File: config.mk
export PLATFORM = sky130hd
export DESIGN_NAME = lu_operand_fetch
export DESIGN_NICKNAME = d
export VERILOG_FILES = /design/src/rtl/lu_operand_fetch.sv
export SDC_FILE = /design/constraint.sdc
export NUM_CORES = 1
export LEC_CHECK = 0
export CAP_MARGIN = 20
export CORE_MARGIN = 1
export CORE_UTILIZATION = 62
export DETAILED_ROUTE_END_ITERATION = 16
export HOLD_SLACK_MARGIN = 0.12
export PLACE_DENSITY = 0.84
export SLEW_MARGIN = 20
export SYNTH_ARGS = -nofsm -noshare
export SYNTH_HDL_FRONTEND = slang
export SYNTH_SLANG_ARGS = --single-unit
File: constraint.sdc
create_clock -name clk -period 5.36 [get_ports clk]
set_input_delay 1.072 -clock clk [delete_from_list [all_inputs] [get_ports clk]]
set_output_delay 1.072 -clock clk [all_outputs]
set_load 0.01 [all_outputs]
File: src/rtl/lu_operand_fetch.sv
// rtl/lu_operand_fetch.sv - operand fetch/issue stage with regfile, scoreboard and registered beat to the logic unit
module lu_operand_fetch #(
  parameter int WIDTH = 16,
  parameter int NREGS = 8,
  parameter int AW    = 3
) (
  input  logic             clk,
  input  logic             rst_n,
  input  logic             in_valid,
  output logic             in_ready,
  input  logic [2:0]       in_op,
  input  logic [AW-1:0]    in_rd,
  input  logic [AW-1:0]    in_rs1,
  input  logic [AW-1:0]    in_rs2,
  input  logic             in_use_imm,
  input  logic [WIDTH-1:0] in_imm,
  output logic             lu_valid,
  input  logic             lu_ready,
  output logic [2:0]       lu_opcode,
  output logic [WIDTH-1:0] lu_arg1,
  output logic [WIDTH-1:0] lu_arg2,
  output logic [AW-1:0]    lu_rd,
  input  logic             wb_en,
  input  logic [AW-1:0]    wb_addr,
  input  logic [WIDTH-1:0] wb_data
);

  logic [WIDTH-1:0] regs [NREGS];
  logic [NREGS-1:0] pend;
  logic [NREGS-1:0] pend_nxt;
  logic             byp1, byp2, hazard, accept;
  logic [WIDTH-1:0] rd1_val, rd2_val, arg2_val;

  // A writeback landing this cycle both forwards its data and resolves the hazard.
  assign byp1 = wb_en && (wb_addr == in_rs1);
  assign byp2 = wb_en && (wb_addr == in_rs2);

  always_comb begin
    rd1_val = regs[in_rs1];
    if (in_rs1 == '0)
      rd1_val = '0;
    else if (byp1)
      rd1_val = wb_data;
    rd2_val = regs[in_rs2];
    if (in_rs2 == '0)
      rd2_val = '0;
    else if (byp2)
      rd2_val = wb_data;
  end

  assign arg2_val = in_use_imm ? in_imm : rd2_val;
  assign hazard   = (pend[in_rs1] && !byp1) ||
                    (!in_use_imm && pend[in_rs2] && !byp2);
  assign in_ready = !hazard && (!lu_valid || lu_ready);
  assign accept   = in_valid && in_ready;

  // Clear from writeback first so a same-cycle issue to that register keeps it pending.
  always_comb begin
    pend_nxt = pend;
    if (wb_en)
      pend_nxt[wb_addr] = 1'b0;
    if (accept && (in_rd != '0))
      pend_nxt[in_rd] = 1'b1;
    pend_nxt[0] = 1'b0;
  end

  always_ff @(posedge clk or negedge rst_n) begin
    if (!rst_n) begin
      pend <= '0;
    end else begin
      pend <= pend_nxt;
    end
  end

  always_ff @(posedge clk or negedge rst_n) begin
    if (!rst_n) begin
      for (int i = 0; i < NREGS; i++)
        regs[i] <= '0;
    end else if (wb_en && (wb_addr != '0)) begin
      regs[wb_addr] <= wb_data;
    end
  end

  always_ff @(posedge clk or negedge rst_n) begin
    if (!rst_n) begin
      lu_valid  <= 1'b0;
      lu_opcode <= '0;
      lu_arg1   <= '0;
      lu_arg2   <= '0;
      lu_rd     <= '0;
    end else if (accept) begin
      lu_valid  <= 1'b1;
      lu_opcode <= in_op;
      lu_arg1   <= rd1_val;
      lu_arg2   <= arg2_val;
      lu_rd     <= in_rd;
    end else if (lu_ready) begin
      lu_valid  <= 1'b0;
    end
  end

endmodule
---- Yosys cells after proc, flatten, opt, wreduce, memory -nomap -nowiden ----
Cells that the tools add are included.
storage, ports and cells
  flip-flop bits (word level) ............. 174
  bits in latches ......................... 0
  RAM bits ................................ 0
  ROM bits ................................ 0
  bits of input ports ..................... 53
  output and inout port bits .............. 40
  logic and storage cells ................. 82
  memories kept ........................... 0
operators by class
  add/subtract/negate cells ............... 0
  multipliers ............................. 0
  divide/modulo/power cells ............... 0
  $lt $le $gt $ge ......................... 10
  eq/ne operators ......................... 2
  shift operators ......................... 0
  multiplexer cells ....................... 26
  bitwise operators ....................... 6
  reduce and logical (&&, ||, !) cells .... 24
operator list
  kind                count
  $mux 16             10
  $bwmux 128          1
  $bmux 16 s3         2
  $demux 16 s3        1
  $lt 3x4->1 const B  4
  $mux 8              2
  $ge 4x4->1 const B  3
  $logic_and 1x1->1   12
  $not 3->4           3
  $and 8x8->8         1
  $not 8->8           1
  $or 8x8->8          1
  $bmux 1 s3          2
  $demux 1 s3         2
  $eq 3x3->1          2
  $ge 3x1->1 const B  2
  $logic_not 3->1     2
  $mux 1              6
  $reduce_bool 3->1   2
  $logic_not 1->1     5
  $lt 4x1->1 const B  1
  $logic_or 1x1->1    2
  $reduce_bool 2->1   1

---- Longest topological paths before layout ----
Gate-level depths: netlist (run 1).
  depth in word-level cells ............... 10
  mapped depth ............................ 9
  gate-level depth less buffers ........... 5

---- Least setup slack after synthesis (run 1) ----
Ideal clock, no wire load.
  path kind ............................... in2out
  start point ............................. input in_rs1[0]
  end point ............................... output in_ready
  arrival ................................. 2.164 ns
  required time ........................... 4.288 ns
  path slack .............................. 2.124 ns
  stages .................................. 6
  path buffers ............................ 2
  cell sequence ........................... clkbuf_1 buf_2 nand2_1 o2111a_1 o41ai_1 nor2_1
on the way
  cells in the longest elaborated chain, start to end .. 7
  elaborated cells between the ends (all ways) .. 9
  classes of those cells .................. eq/ne: 1; mux: 2; reduce/logical: 6
ends and longest elaborated chain
  what                                                line  source
  start: declaration                                  13    input logic [AW-1:0] in_rs1,
  branches (longest 3 deep; another with $bmux 1 s3)  --
  $logic_and 1x1->1 (*)                               52    assign hazard = (pend[in_rs1] && !byp1) ||
  $logic_or 1x1->1 (*)                                52
  $logic_not 1->1 (*)                                 54    assign in_ready = !hazard && (!lu_valid || lu_ready);
  $logic_and 1x1->1 (*)                               54
  end: declaration                                    10    output logic in_ready,
Mark *: on every way between the ends. The select of a mux whose other input is x is not followed.

---- Final worst setup path (run 1) ----
  start point ............................. input wb_addr[1]
  end point ............................... output in_ready
on the way
  cells in the longest elaborated chain, start to end .. 7
  elaborated cells between the ends (all ways) .. 11
  classes of those cells .................. eq/ne: 2; reduce/logical: 9
ends and longest elaborated chain
  what                                         line    source
  start: declaration                           24      input logic [AW-1:0] wb_addr,
  $eq 3x3->1, on equally long branches         35, 36
  $logic_and 1x1->1, on equally long branches  35, 36
  $logic_not 1->1, on equally long branches    52, 53
  $logic_and 1x1->1, on equally long branches  52, 53
  $logic_or 1x1->1 (*)                         52
  $logic_not 1->1 (*)                          54
  $logic_and 1x1->1 (*)                        54
Mark *: on every way between the ends. The rest lies on a longest branch, timed or not.

==> results of run 1 <==
## placed cells by master, fill, tap and decap left out, types with 2 or more instances in the layout
master	count
o21ai_0	19
nand2_1	26
nand3_1	16
or3_1	3
nand4b_1	3
mux2_4	33
a221o_1	2
nor2b_1	20
o31ai_1	16
buf_4	20
a221oi_1	14
bufinv_16	3
dfrtp_1	174
mux2i_1	23
nor3_1	4
xnor2_1	6
nor2_1	2
nor4bb_4	2
a21oi_1	3
inv_1	6
mux4_2	48
clkdlybuf4s50_1	88
nand2b_1	3
clkinvlp_4	5
buf_2	3
nand4_1	2
clkinv_4	3
clkbuf_16	17
clkinv_2	3
mux2_2	149
## cells by family (layout without fill, tap and decap cells)
family	after synthesis	count (layout)	share of synthesized area [%]
muxes	253	253	38.0
AOI/OAI and AO/OA	60	60	4.78
buffers and inverters	75	151	3.76
DFF	174	174	47.5
xor gates and xnor gates	6	6	0.574
and+or+nand+nor	88	88	5.30
## worst max-delay path, delay by kind of cell
| kind | cells | cell delay [ps] |
|---|---|---|
| xor gates and xnor gates | 1 | 160 |
| AOI/OAI and AO/OA | 1 | 460 |
| buffers and inverters | 2 | 1260 |
| and+or+nand+nor | 2 | 340 |
## worst max-delay path by stage
stage	startpoint	to	slack, ps
3_3_place_gp	wb_addr[1]	in_ready	1090
6_report	wb_addr[1]	in_ready	990
2_1_floorplan	in_rs1[0]	in_ready	2120
4_1_cts	wb_addr[1]	in_ready	1000
5_1_grt	wb_addr[1]	in_ready	860
3_5_place_dp	wb_addr[1]	in_ready	1010
## power groups by stage
| stage | Combinational [µW] | Clock, µW | Sequential (µW) |
|---|---|---|---|
| floorplan | 760 | 0 | 1900 |
| global placement | 1270 | 0 | 1870 |
| detailed placement | 1300 | 0 | 1900 |
| CTS | 1320 | 1270 | 1880 |
| global route | 1410 | 1330 | 1930 |
| finish | 1310 | 1260 | 1890 |
## cell type report
| type | instances | share of cell area (%) |
|---|---|---|
| multi-input cells | 407 | 41.7 |
| flip-flops and latches | 174 | 40.3 |
| repair buffers | 113 | 9.94 |
| clock buffers | 18 | 4.07 |
| well taps | 184 | 2.13 |
| clock inverters | 14 | 1.57 |
| inverters | 6 | 0.209 |
## metrics by stage
step                power [µW]  std cells  setup slack [ps]
CTS                       4470        916              1000
global route              4670        916               856
global placement          3140        883              1090
floorplan                 2660        656              2120
detailed placement        3210        884              1010
finish                    4460        916               989
## sequential cells by signal, summed over array words and instances (netlist names)
name and count:
lu_rd 3, pend 7, lu_arg2 16, regs 128, lu_valid 1, lu_opcode 3
lu_arg1 16
## routing by layer
metal,wire length (µm),vias to the layer above,GRT usage (%)
met4,731,0,14.4
met1,9020,3149,41.3
met2,10700,339,50.6
met5,0,-,0
li1,-,2577,-
met3,1660,61,6.23
==> results.md, run 1 <==
Yosys:
- The synthesized flop and latch total is approximately 170.
- The most frequent cell after synthesis is dfrtp_1.
- The average cell area after synthesis is between 10 and 15 µm².
- For this run, the leading register cell type out of synthesis is dfrtp_1.
- The dominant cell type by area after synthesis is dfrtp_1.
- After synthesis, the most frequently instantiated cells are 174 x dfrtp_1, 149 x mux2_2, 48 x mux4_2.
- The number of flops mapped to enable cells by yosys is 0.
- The sequential fraction of the synthesis area is a little under half.
- In the synthesized netlist, the number of instances is about 660.
- The post-synth net total is 709.
- For this run, the number of Yosys warnings is 0.
- The top cell type by area accounts for approximately 48% of the synthesized area.
- The area of the mapped netlist is 9160 µm².
- The synthesized netlist contains 38 unique library cells.
- The proportion of register bits with asynchronous set or reset after synthesis is between 90% and 100%.
- After synthesis, the cell types taking the most area are dfrtp_1 48%, mux2_2 18%, mux4_2 12%, mux2_4 5.4%, mux2i_1 2.5%.

Clock network:
- The maximum root-to-sink buffer count is 2.
- The number of sinks driven by the clock tree is approximately 170.
- TritonCTS built the clock tree.
- Clock-pin slew was measured on the worst setup and hold paths at around 60 ps.
- CTS built an H-tree with a depth of 4.
- The later-pin clock latency in the skew report is around 430 ps.
- The cell chosen for the clock root is clkbuf_16.
- Counting the buffers created by CTS gives 17.
- The total of cells resized after clock tree synthesis is 0.
- The count of hold buffers inserted by post-cts repair is 0.
- In this run the post-CTS setup repair buffer count came out at 0.

Placement:
- Routability-driven placement finished with a final weighted congestion of between 0.8 and 0.9.
- The placement-stage cell area is between 10000 and 15000 µm².
- The wire-length estimate of the detail-placed layout is between 10000 and 15000 µm.
- The count of buffers added on input and output ports is just over 90.

Floorplan:
- The horizontal die dimension is approximately 120 µm.
- The effective utilization at floorplan is 63.3%.
- The floorplan step defined a core boundary enclosing approximately 14000 µm².
- The count of standard-cell rows is 44.
- The die height is about 120 µm.
- 93 I/O pins were placed.
- The die footprint is between 15000 and 20000 µm².

Critical path:
- The worst register-to-register path begins at pend[3].
- The start-to-end type of the worst setup path is input pin to output pin.
- Data arrives at the worst endpoint at around 3300 ps.
- The largest fanout on the critical path is 9.
- In this design, the critical path's most frequently occurring cell is clkdlybuf4s50_1.
- The worst-path cell with the longest stage delay is clkdlybuf4s50_1.
- The largest stage delay on the critical path is about 760 ps.
- The critical path endpoint category is an output pin.
- Measured in cells, the most critical reg-to-reg path has a length of 5.
- At the worst endpoint, the required time is about 4300 ps.
- The setup slack of the most critical reg-to-reg path is about 2800 ps.
- The worst setup path is launched from an input pin.
- Traced cell by cell, the critical path runs through clkdlybuf4s50_1 > xnor2_1 > and4_1 > o41ai_1 > nor2_1 > clkdlybuf4s50_1.
- The capture instance of the worst register-to-register path is lu_arg2[15].

Timing:
- The final-report max-slew violation count is 0.
- The worst-case headroom to the max-slew limit is between 30% and 40%.
- The worst clock skew is 6.52 ps.
- The highest achievable clock rate is about 230 MHz.
- The pin slew with the least headroom to its limit is 985 ps.
- Setup repair after global routing left no endpoint under its margin.
- The minimum clock period is between 4000 and 5000 ps.
- The final sum of negative setup slack is 0 ps.
- The final period utilization is between 80% and 90%.
- On the final layout, the worst hold slack is about 370 ps.
- The final number of setup-violating endpoints is 0.
- The number of hold violations in the final report is 0.

Pwr:
- The proportion of power drawn by flip-flops and latches is between 40% and 50%.
- For this design the static power due to leakage is around 0.0047 µW.
- The share of total power consumed by net switching is roughly 28%.
- The worst-case IR drop observed on VDD is between 0.0002 and 0.00025 V.
- The power density normalized to cell area is 413 nW/µm².
- The cell internal power dissipation is approximately 3200 µW.
- Summed over all nets, the switching power comes to about 1200 µW.
- The clock network is responsible for roughly 28% of the overall power.
- The logic gate share of total power is ~29%.

Global route:
- The first global-routing pass estimated between 30000 and 40000 µm of wire.
- The number of antenna violations at the first check in global routing is 0.
- Across every metal layer, demand over resource in global routing totals 31.4%.
- The overflow left after global routing is 0.
- The pin count of the biggest net entering global routing is about 100.
- The number of global-route vias before repair is around 6500.

Min path:
- The cell depth of the worst hold path is 0.
- The startpoint of the lowest-slack hold path is regs[125].
- The path class of the tightest hold or removal check is flip-flop to flip-flop.
- The worst hold path terminates at regs[125].

Detailed routing:
- Using the TritonRoute via totals, the vias-per-cell ratio works out to around 6.7.
- The post-detailed-route DRC marker count is 0.
- The number of vias after detailed routing is approximately 6000.
- The first detailed-routing pass ran for 5 iterations.
- For this block, the routed nets add up to roughly 22000 µm of wire.
- The number of DRC markers in iteration 0 is 455.
- The number of nets still failing antenna checks after routing is 0.
- The average wire per standard cell is roughly 24 µm.

Finish:
- The final layout net count is roughly 770.
- The area overhead of the layout relative to synthesis is 17.8%.
- The antenna diode count is 0.
- The multi-input combinational cells in the finished layout cover a total of 4500 µm².
- The post-layout utilization of the core is 74.5%.
- Once layout is done, the placed cells without fillers occupy 10800 µm².
- Registers take around 4400 µm².
- After filler insertion, the fill cell instance count of the layout stands at roughly 880.
- In the final layout, the share of cells above drive strength 1 is 40.4%.

Run status:
- The flow ran to the end, and the final reports show no timing, DRC or antenna violations.

Flow run:
- The tool flagged a number of max-cap violations equal to 0.
No activity file was read; power rests on OpenSTA's default activity.
==> inputs of run 2 (changes only) <==
CORE_UTILIZATION = 52   (was 62)
PLACE_DENSITY = 0.75   (was 0.84)
clock period = 3.75 ns   (was 5.36 ns; I/O delays follow)
==> run 2 against run 1 <==
Routed wire length rose by 3.5%. Sequential power rose by 43%. Final cell count rose by 5.5%. Utilization fell by 11 points. Register-to-register slack got worse by 1400 ps. Critical endpoint unchanged. Die area increased by 19%. Worst hold slack lost 200 ps. Largest power group unchanged. Highest routed layer unchanged. Count of clock-buffer cells in the layout is 5 higher.
==> results.md, run 2 (synthesized netlist as in run 1, its figures left out) <==
Critical path:
- The largest fanout on the critical path is 4.
- The critical path endpoint category is an output pin.
- The critical path startpoint category is an input pin.
- The critical path is of the input pin to output pin type.
- STA puts the critical path data arrival time at about 2800 ps.
- For the worst setup path, the data required time is approximately 3000 ps.

Detailed routing:
- The number of DRC markers in iteration 0 is 520.
- The average wire per standard cell is 23.7 µm.
- The final layout contains routed wiring with a total length of approximately 23000 µm.
- In the routed design, unresolved DRC markers number 0.
- The detail route stage leaves a number of antenna-violating nets equal to 0.
- For this run, the detailed router's first-pass iteration total came to 4.
- Detailed routing inserted a total of about 6000 vias.
- After detailed routing, the number of vias per cell comes to between 6 and 7.

Finish:
- The number of antenna diodes in the final layout is 0.
- The count of cells in the finished layout, fillers not included, comes to between 900 and 1000.
- regs holds more flip-flops than any other register.
- The post-route netlist has 41.0% of its cells at a drive strength greater than 1.
- The library cell used most frequently in the layout, excluding fill and tap cells, is dfrtp_1.
- The layout filler cell count is about 1200.
- The top cell types in the final layout, fill and taps aside, are 174 x dfrtp_1, 149 x mux2_2, 88 x clkdlybuf4s50_1, 48 x mux4_2, 33 x mux2_4.
- Compared with the post-synthesis result, the final layout area differs by 19.8%.
- The register with the most flip-flops in the layout has around 130 of them.
- The final layout net count is 781.
- In the final layout, the registers with the most flip-flops are regs x128, lu_arg1 x16, lu_arg2 x16.

Floorplan:
- The die is approximately 130 µm wide.
- The effective utilization at floorplan is 53.1%.
- The floorplan step defined a die boundary enclosing roughly 18000 µm².
- After floorplanning, the core was divided into 48 placement rows.
- The number of top-level pins is 93.
- The die height is about 130 µm.
- After floorplanning, the core was sized to cover ~17000 µm².

Clock network:
- The maximum root-to-sink buffer count is 2.
- After clock tree synthesis, the clock-pin slew on the worst setup and hold paths is about 60 ps.
- In this run, post-CTS repair resized a total of 0 instances.
- The tree is rooted in a clkbuf_16.
- TritonCTS built the clock tree.
- The later pin in the worst-skew pair is clocked with a latency of approximately 430 ps.
- The number of sinks driven by the clock tree is approximately 170.
- The count of hold buffers inserted by post-cts repair is 0.
- The CTS buffer count is 17.
- The H-tree was split into 4 levels.
- The number of buffers inserted by post-CTS setup repair is 0.

Placement:
- Including well taps, the total number of placed cells is a little over 900.
- Detailed placement finished with a half-perimeter wire length of around 14000 µm.
- Buffers placed on the I/O ports in this run total a little over 90.
- Routability-driven placement finished with a final weighted congestion of between 0.8 and 0.9.

Flow run:
- The number of max-cap violations is 0.

Timing:
- Setup repair after global routing left no endpoint under its margin.
- The final-report max-slew violation count is 0.
- The final critical path takes up between 90% and 100% of the cycle.
- The highest achievable clock rate is between 200 and 300 MHz.
- Measured against its own limit, the worst slew margin works out to between 40% and 50%.
- The worst clock skew is 8.12 ps.
- For the finished layout, the period the worst path requires is 3500 ps.
- Setup violations remaining at the end of the flow were counted as 0.
- The number of hold violations in the final report is 0.
- The final sum of negative setup slack is 0 ps.
- The pin slew with the least headroom to its limit is 786 ps.

Pwr:
- The static leakage power is 0.00473 µW.
- In this run the power density over the cells is between 500 and 600 nW/µm².
- Across the VDD grid, the largest voltage drop is 0.000400 V.

Global route:
- The number of antenna violations at the first check in global routing is 0.
- Global routing consumed, over all layers together, 26.9% of the routing resources.
- The pin count of the biggest net entering global routing is about 110.
- The overflow left after global routing is 0.
- The first-pass GRT wire length is 36300 µm.
- The number of global-route vias before repair is around 6500.

Run status:
- The run finished with clean final reports.

Min path:
- The worst min-delay path class is input pin to asynchronous set/reset pin.
## run 2: changes by cell type in the layout (fill, tap and decap cells not counted), sizes merged
cell / change
buf: +9
clkbuf: +5
clkinv: -3
clkinvlp: -2
## run 2: report_power, final
part / switching, µW / total, µW / internal (µW)
combinational: 673 / 1880 / 1210
clock: 724 / 1860 / 1140
sequential: 351 / 2710 / 2360
total: 1750 / 6450 / 4710
## run 2: area by class of cell
class	count	area [µm²]	area share [%]
clock buffers	23	498	4.54
clock inverters	9	131	1.20
inverters	6	22.5	0.205
multi-input cells	407	4500	41.0
flip-flops and latches	174	4350	39.7
well taps	225	282	2.57
repair buffers	122	1180	10.8
## run 2: metal layers
| layer | wire [µm] | track usage (%) |
|---|---|---|
| met1 | 9920 | 36.1 |
| met2 | 11000 | 42.6 |
| met3 | 1270 | 5.14 |
| met4 | 650 | 12.5 |
| met5 | 0 | 0 |
## run 2: final timing paths
path / startpoint / end / slack [ps] / cells after the start
worst min register to register: regs[120] / regs[120] / 380 / 0
min in group clk: regs[120] / regs[120] / 380 / 0
worst max-delay path: in_rs2[2] / in_ready / 250 / 6
worst max register to register: pend[1] / lu_arg1[3] / 1390 / 6
worst min-delay path: rst_n / lu_arg2[9] / 170 / 1
max in group asynchronous: rst_n / lu_arg1[2] / 2720 / 2
## run 2: metrics by stage
step / hold WS [ps] / power (µW) / utilization (%) / cell area, µm² / worst slack [ps]
after floorplan: 425 / 3800 / - / 9160 / 1030
after global placement: 361 / 4520 / 60.0 / 10300 / 245
after detailed placement: 363 / 4610 / 60.0 / 10300 / 265
after CTS: 174 / 6480 / 63.6 / 11000 / 251
after global routing: 186 / 6730 / 63.6 / 11000 / 181
final: 173 / 6450 / 63.6 / 11000 / 252
## run 2: worst max-delay path: stages
cell and delay [ps]:
clkdlybuf4s50_1 550, mux2_4 310, a221o_1 300, and4_4 200, nor2_1 90, clkdlybuf4s50_1 550
==> inputs of run 3 (changes only) <==
CORE_MARGIN = 2   (was 1)
CORE_UTILIZATION = 45   (was 52)
PLACE_DENSITY = 0.66   (was 0.75)
==> run 3 against run 2 <==
Total power up 1.4%. Critical path depth unchanged. Global-route usage down 4.5 points. Clock power up 6%. Critical path type unchanged. Largest cell class unchanged. Largest power group unchanged.
==> results.md, run 3 (synthesized netlist as in run 1, its figures left out) <==
Floorplan:
- The count of standard-cell rows is 52.
- In this run the vertical extent of the chip is roughly 150 µm.
- Once the floorplan was initialized, standard cells occupied ~46% of the core.
- The die footprint is 21500 µm².
- The number of top-level pins is a little over 90.
- The floorplan step set the die width to between 100 and 150 µm.
- The core region is approximately 20000 µm².

Global route:
- Global routing finished with a remaining overflow of 0.
- Global routing used roughly 36% of the available met2 tracks.
- The number of global-route vias before repair was around 6400.
- The peak-usage layer in the global routing report is met2.
- The number of antenna violations at the first check in global routing is 1.
- Global routing consumed, on the met1 layer, 31.2% of the routing resources.
- In the global route stage, met3 resource usage came out at around 4.2%.
- Entering global routing, the biggest net connects 84 pins.
- Global routing consumed, over all layers together, approximately 22% of the routing resources.
- The first-pass GRT wire length is between 30000 and 40000 µm.

Finish:
- The library cells used most frequently in the layout, excluding fill and tap cells, are 174 x dfrtp_1, 149 x mux2_2, 88 x clkdlybuf4s50_1, 48 x mux4_2, 33 x mux2_4.
- The antenna diode count is 0.
- The register with the most flip-flops is regs.
- Registers take 4350 µm².
- The area taken by multi-input logic gates is around 4500 µm².
- The layout filler cell count is 1611.
- The flip-flop count of the largest register after layout is ~130.
- The area growth from synthesis to layout is 20.7%.
- The final layout net count is about 780.
- Leaving out fill and tap cells, the most frequent cell in the layout is dfrtp_1.
- The ratio of cells with drive above 1 in the final layout is about 41%.
- The largest registers in the layout are regs x128, lu_arg1 x16, lu_arg2 x16.
- The post-layout utilization of the core is a little over half.

Clock network:
- The H-tree generated during clock tree synthesis spans 4 levels.
- The CTS buffer count is 17.
- The count of hold buffers inserted by post-cts repair is 0.
- The number of sinks driven by the clock tree is between 150 and 200.
- TritonCTS built the clock tree.
- The later-pin clock latency in the skew report is 430 ps.
- The cell chosen for the clock root is clkbuf_16.
- The number of buffers inserted by post-CTS setup repair is 0.
- After clock tree synthesis, the clock-pin slew on the worst setup and hold paths is ~70 ps.
- The maximum root-to-sink buffer count is 2.
- The total of cells resized after clock tree synthesis is 0.

Critical path:
- The worst setup path is launched from an input pin.
- STA puts the critical path data required time at approximately 3000 ps.
- At the worst endpoint, the arrival time is ~2800 ps.
- The cell with the most instances on the worst path is clkdlybuf4s50_1.
- The worst setup path is of the input pin to output pin kind.
- The worst setup path is captured at an output pin.
- Walking the worst path, the cells encountered are clkdlybuf4s50_1 > mux2_4 > a221o_1 > and4_4 > nor2_1 > clkdlybuf4s50_1.
- The largest fanout on the critical path is 4.
- The largest stage delay on the critical path is approximately 560 ps.
- The worst-path cell with the longest stage delay is clkdlybuf4s50_1.

Timing:
- For this run, the top clock speed supported by timing is 283 MHz.
- The final-report max-slew violation count is 0.
- The worst-case headroom to the max-slew limit is 46.9%.
- The final period utilization is ~94%.
- The worst clock skew is between 10 and 15 ps.
- The final sum of negative setup slack is 0 ps.
- The worst path in the final design needs a cycle of approximately 3500 ps, including I/O delays and setup.
- The number of hold violations in the final report came to 0.
- The pin slew with the least headroom to its limit is 797 ps.
- Setup repair after global routing left no endpoint under its margin.
- Setup violations remaining at the end of the flow were counted as 0.

Placement:
- The HPWL after detailed placement is approximately 15000 µm.
- The count of input and output buffers is slightly above 90.
- Routability-driven placement finished with a final weighted congestion of about 0.8.

Pwr:
- The clock share of power is a little under a third.
- The share of total power dissipated in combinational logic is 28.7%.
- In this run the power spent charging and discharging nets is 1740 µW.
- Across the VDD grid, the largest voltage drop is 0.000306 V.
- The proportion of power drawn by flip-flops and latches is between 40% and 50%.
- Net switching is about a quarter of the power.
- Power spread over the standard cell area amounts to around 590 nW/µm².
- The cell internal power dissipation is 4810 µW.
- The analysis attributes to cell leakage a power of 0.00474 µW.

Detailed routing:
- The number of vias after detailed routing is roughly 6000.
- Before antenna repair, the detailed router went through 7 iterations.
- The total detailed-routing wirelength is approximately 23000 µm.
- The post-detailed-route DRC marker count is 0.
- The number of nets still failing antenna checks after routing is 0.
- After detailed routing, the number of vias per cell comes to 5.88.
- The number of DRC markers in iteration 0 is 403.
- Dividing the detail-routed wire length by the instance count gives 22.8 µm.

Flow run:
- The number of max-cap violations is 0.

Min path:
- The worst min-delay path class is input pin to asynchronous set/reset pin.

Run status:
- The run finished with clean final reports.
[run 3: final timing paths]
kind                       startpoint         end  slack [ps]  depth (start not counted)
min                             rst_n  lu_arg1[1]         350                          1
max in group asynchronous       rst_n    regs[98]        2460                          2
min in group clk            regs[119]   regs[119]         370                          0
min reg2reg                 regs[119]   regs[119]         370                          0
max                         in_rs2[2]    in_ready         220                          6
max reg2reg                   pend[1]  lu_arg1[3]        1390                          6
[run 3: per-stage QoR]
step	total power (µW)	worst slack [ps]	instance area (µm²)	std cells	hold WS (ps)
CTS	6600	223	11100	1013	377
finish	6550	219	11100	1013	345
global placement	4530	229	10400	981	360
floorplan	3800	1030	9160	656	425
global route	6860	175	11100	1013	380
detailed placement	4610	235	10400	981	363
[run 3: final cells by class]
cell class,instances,area share [%]
Timing Repair Buffer,124,10.7
Clock inverter,9,1.64
Tap cell,270,3.06
Clock buffer,23,4.32
Multi-Input combinational cell,407,40.7
Sequential cell,174,39.4
Inverter,6,0.204
[run 3: worst max-delay path: cells and delay by family]
kind	cells	cell delay, ps
and+or+nand+nor	2	300
AOI/OAI and AO/OA	1	290
muxes	1	320
buffers and inverters	2	1110
[run 3: power groups by stage]
stage	sequential [µW]	combinational (µW)	clock (µW)
floorplan	2710	1090	0
global placement	2690	1840	0
detailed placement	2720	1890	0
CTS	2700	1900	2000
finish	2700	1880	1970
global route	2760	2010	2080
[run 3: layer usage]
layer / part of all wire (%) / wire [µm]
met1: 46 / 10600
met2: 48 / 11000
met3: 4.7 / 1080
met4: 1.7 / 401
met5: 0 / 0
